===== src/rtl/sext_chan_pipe.sv =====
// sext_chan_pipe: 2-entry valid/ready buffer that sign/zero-extends
// packed narrow channels and keeps saturating per-channel negative counts.
module sext_chan_pipe #(
  parameter int IN_W     = 2,
  parameter int OUT_W    = 32,
  parameter int CHANNELS = 4,
  parameter int CNT_W    = 8
) (
  input  logic                      clk,
  input  logic                      rst_n,
  input  logic                      in_valid,
  output logic                      in_ready,
  input  logic [CHANNELS*IN_W-1:0]  in_data,
  input  logic [CHANNELS-1:0]       cfg_sign,
  output logic                      out_valid,
  input  logic                      out_ready,
  output logic [CHANNELS*OUT_W-1:0] out_data,
  output logic [CHANNELS-1:0]       out_neg,
  input  logic                      clr_count,
  output logic [CHANNELS*CNT_W-1:0] neg_count
);

  localparam int DW = CHANNELS * IN_W;

  logic [DW-1:0]       r_d0;
  logic [DW-1:0]       r_d1;
  logic [CHANNELS-1:0] r_s0;
  logic [CHANNELS-1:0] r_s1;
  logic [1:0]          r_occ;
  logic                w_push;
  logic                w_pop;

  assign in_ready  = (r_occ != 2'd2);
  assign out_valid = (r_occ != 2'd0);
  assign w_push    = in_valid & in_ready;
  assign w_pop     = out_valid & out_ready;

  // Entry 0 is always the head; a pop shifts entry 1 down.
  always_ff @(posedge clk or negedge rst_n) begin
    if (!rst_n) begin
      r_d0  <= '0;
      r_d1  <= '0;
      r_s0  <= '0;
      r_s1  <= '0;
      r_occ <= 2'd0;
    end else begin
      case ({w_push, w_pop})
        2'b10: begin
          if (r_occ == 2'd0) begin
            r_d0 <= in_data;
            r_s0 <= cfg_sign;
          end else begin
            r_d1 <= in_data;
            r_s1 <= cfg_sign;
          end
          r_occ <= r_occ + 2'd1;
        end
        2'b01: begin
          r_d0  <= r_d1;
          r_s0  <= r_s1;
          r_d1  <= '0;
          r_s1  <= '0;
          r_occ <= r_occ - 2'd1;
        end
        2'b11: begin
          r_d0 <= in_data;
          r_s0 <= cfg_sign;
        end
        default: ;
      endcase
    end
  end

  for (genvar c = 0; c < CHANNELS; c++) begin : g_ch
    logic [IN_W-1:0]  w_f;
    logic             w_neg;
    logic [CNT_W-1:0] r_cnt;

    assign w_f        = r_d0[c*IN_W +: IN_W];
    assign w_neg      = r_s0[c] & w_f[IN_W-1];
    assign out_neg[c] = w_neg;
    assign neg_count[c*CNT_W +: CNT_W] = r_cnt;

    if (OUT_W > IN_W) begin : g_ext
      assign out_data[c*OUT_W +: OUT_W] =
        {{(OUT_W-IN_W){w_neg}}, w_f};
    end else begin : g_pass
      assign out_data[c*OUT_W +: OUT_W] = w_f;
    end

    // Saturating negative counter; clear beats a same-edge increment.
    always_ff @(posedge clk or negedge rst_n) begin
      if (!rst_n) begin
        r_cnt <= '0;
      end else if (clr_count) begin
        r_cnt <= '0;
      end else if (w_pop && w_neg && (r_cnt != '1)) begin
        r_cnt <= r_cnt + CNT_W'(1);
      end
    end
  end

endmodule


===== config.mk =====
export PLATFORM = sky130hd
export DESIGN_NAME = sext_chan_pipe
export DESIGN_NICKNAME = d
export VERILOG_FILES = /design/src/rtl/sext_chan_pipe.sv
export SDC_FILE = /design/constraint.sdc
export NUM_CORES = 1
export LEC_CHECK = 0
export CORE_MARGIN = 10
export CORE_UTILIZATION = 45
export CTS_CLUSTER_SIZE = 25
export DETAILED_ROUTE_END_ITERATION = 16
export PLACE_DENSITY_LB_ADDON = 0.25
export SLEW_MARGIN = 15
export SYNTH_ARGS = -nofsm -noshare
export SYNTH_HDL_FRONTEND = slang
export SYNTH_SLANG_ARGS = --single-unit

===== constraint.sdc =====
create_clock -name clk -period 3.9 [get_ports clk]
set_input_delay 0.585 -clock clk [delete_from_list [all_inputs] [get_ports clk]]
set_output_delay 0.585 -clock clk [all_outputs]
set_load 0.02 [all_outputs]

==> results.cfg <==
[drt]
antenna_left = 0
avgViaCountPerCell = 4.93
wire_per_inst_um = 17.1
first_iter_violations = 110
routed_wirelength_mm = 10.2
dr_total_vias = 2934
post-route-drc-count = 0
dr.pass1.iters = 5

[cts]
cts-hold-fix-buffers = 0
cts_buffers = 9
cts_setup_buffers = 0
cts_resized = 0
clock_latency_ps = 340
cts_sinks = 58
clockRootBuffer = clkbuf_8
clock_path_buffers = 2
path_clk_slew_ps = 60
cts_tree = done
htree_num_levels = 3

[yosys]
synth_nets = 446
synth.largest_area_cell = dfrtp_1
synth.area.top_cells = dfrtp_1 37%, buf_4 24%, a21oi_1 3.2%, nand2_1 2.7%, or4_1 2.7%
synth-edff-count = 0
yosysUniqueCellTypes = 38
yosys.area.top_type_share = 0.366
seq_area_frac_synth = 0.366
syn_avg_cell_area_um2 = 9.39
synth_area_mm2 = 0.00396
ys_ff_latch = 58
syn_inst = 422
ys_warn_count = 0
synthArstFlopShare = 1.00
synth_top_flop_cell = dfrtp_1

[critical_path]
crit_chain = and2_1, clkdlybuf4s50_1
end_kind = primary output
cp_slowest_cell = and2_1
critical_path_class = flip-flop to primary output
path_buf_inv = 1
start_kind = flip-flop
crit_fanout = 32
cpPeakStageDelay_ps = 780
critical_path.top_delay_family = simple AND/OR/NAND/NOR gates
required_ps = 3310
worstPathArrival_ps = 2280

[final_layout]
final_common_cell = clkdlybuf4s50_1
layoutNonFillerInstCount = 595
final_cell_mix = 181 x clkdlybuf4s50_1, 58 x dfrtp_1, 29 x nand2_1
n_antenna_cell = 0
final_layout_size_suffix_gt1_frac = 0.0780
syn2layout_area_growth_pct = 28.9
fin_nets = 506

[global_route]
grt_max_degree = 37
grt_overflow = 0
grt_pass1_wl_mm = 15.9
antenna_found_initial = 0
track_usage = 0.149
gr-usage-met1 = 0.158
grt_use_met3 = 0.0504
grt_pass1_vias = 3001
busiest_layer = met2
use_met2 = 0.280

[timing]
slew_violations = 0
setup-tns-final_ps = 0
hold_viol = 0
finalSetupViolCount = 0
fin_ws_ps = 1030
fmax_ghz = 0.348
min_period_over_period = 0.736
whs_ps = 335
finalCriticalPeriod_ps = 2870
rsz0062_at_grt = false
worstMarginPinSlew_ps = 971
slew_headroom = 0.353
skew_ps = 8.81

[placed_design]
post-place-ws_ps = 1130
dp_cells = 579
globalplace.congestion = 0.756
hpwl_mm = 8.03
portBuffers = 182

[floorplanning]
core-area_mm2 = 0.00864
rows = 34
dieArea_mm2 = 0.0130
dieHeight_um = 114
die_w_um = 114
ios = 183
start_util = 0.459

[pwr]
p_leak_uw = 0.00202
power_uw = 3510
ir_worst_vdd_uv = 421
power_density_mw_per_mm2 = 686

[run]
drv_cap = 0

[worst_hold_path]
hold_path_class = input port to asynchronous set/reset pin

[outcome]
status = complete, no violations
-- power breakdown --
part | internal (uW) | switching [uW] | total [uW]
combinational | 974 | 1190 | 2160
sequential | 742 | 130 | 872
clock | 245 | 228 | 473
total | 1960 | 1550 | 3510
-- worst reg2reg max path: cells and delay by family, from the launching register on --
kind            cells  cell delay [ps]
compound gates      1              250
fa+ha+maj           1              410
buf+inv             1               70
flops               1              550
mux                 1              390
simple gates        3              630
-- cell families (layout without fill, tap and decap cells) --
group	after synthesis	in the layout	share of synthesized area
AOI/OAI and AO/OA	83	83	0.132
buffers and inverters	142	207	0.257
xor gates and xnor gates	10	10	0.0221
and+or+nand+nor	106	106	0.158
muxes	16	16	0.0426
DFF	58	58	0.366
adders and majority gates	7	7	0.0221
-- flip-flops by register name (all words and copies together), names as in the netlist --
signal and count:
r_d1 8, g_ch.r_cnt 32, r_occ 2, r_s1 4
r_s0 4, r_d0 8
-- cells in the mapped netlist, drive strengths merged, types with 3 or more instances --
library cell  count
buf             128
dfrtp            58
o21ai            31
nand2            30
a21oi            26
nor2b            15
or4              14
nor2             13
nand3            11
o31ai            11
mux2i             9
nand4             8
clkbuf            7
ha                7
inv               7
mux2              7
or3               7
xor2              7
and2              6
a31oi             5
o2111ai           4
o21bai            4
xnor2             3
-- metrics by stage --
step	utilization	instance area [um2]
6_report	0.592	5110
5_1_grt	0.592	5110
4_1_cts	0.592	5110
3_5_place_dp	0.573	4940
3_3_place_gp	0.573	4940
2_1_floorplan	-	3960
-- final timing paths --
path / from / cells after the start / slack (ps) / end
setup / recovery: r_d0[7]$_DFFE_PN0P_ / 2 / 1030 / out_data[109]
hold / removal: rst_n / 1 / 330 / g_ch[3].r_cnt[5]$_DFFE_PN0P_
setup reg to reg: r_occ[0]$_DFFE_PN0P_ / 7 / 1500 / r_d1[0]$_DFFE_PN0P_
hold reg to reg: r_d0[4]$_DFFE_PN0P_ / 2 / 490 / r_d0[4]$_DFFE_PN0P_
max in group asynchronous: rst_n / 2 / 2760 / r_d1[6]$_DFFE_PN0P_
min in group clk: r_d0[4]$_DFFE_PN0P_ / 2 / 490 / r_d0[4]$_DFFE_PN0P_
-- area by class of cell --
| type | instances | area [um2] |
|---|---|---|
| Tap cell | 108 | 135 |
| Sequential cell | 58 | 1450 |
| Multi-Input combinational cell | 222 | 1490 |
| Inverter | 7 | 33.8 |
| Clock inverter | 3 | 15.0 |
| Fill cell | 789 | 3530 |
| Timing Repair Buffer | 184 | 1830 |
| Clock buffer | 13 | 149 |
-- layer usage --
metal  wire length, um  up-vias  part of all wire
met5                 0        -                 0
met4                28        0            0.0027
met3               533        5             0.052
met2              5710       69              0.56
met1              3920     1399              0.38
li1                  -     1461                 -
(Power assumes the default switching activity.)
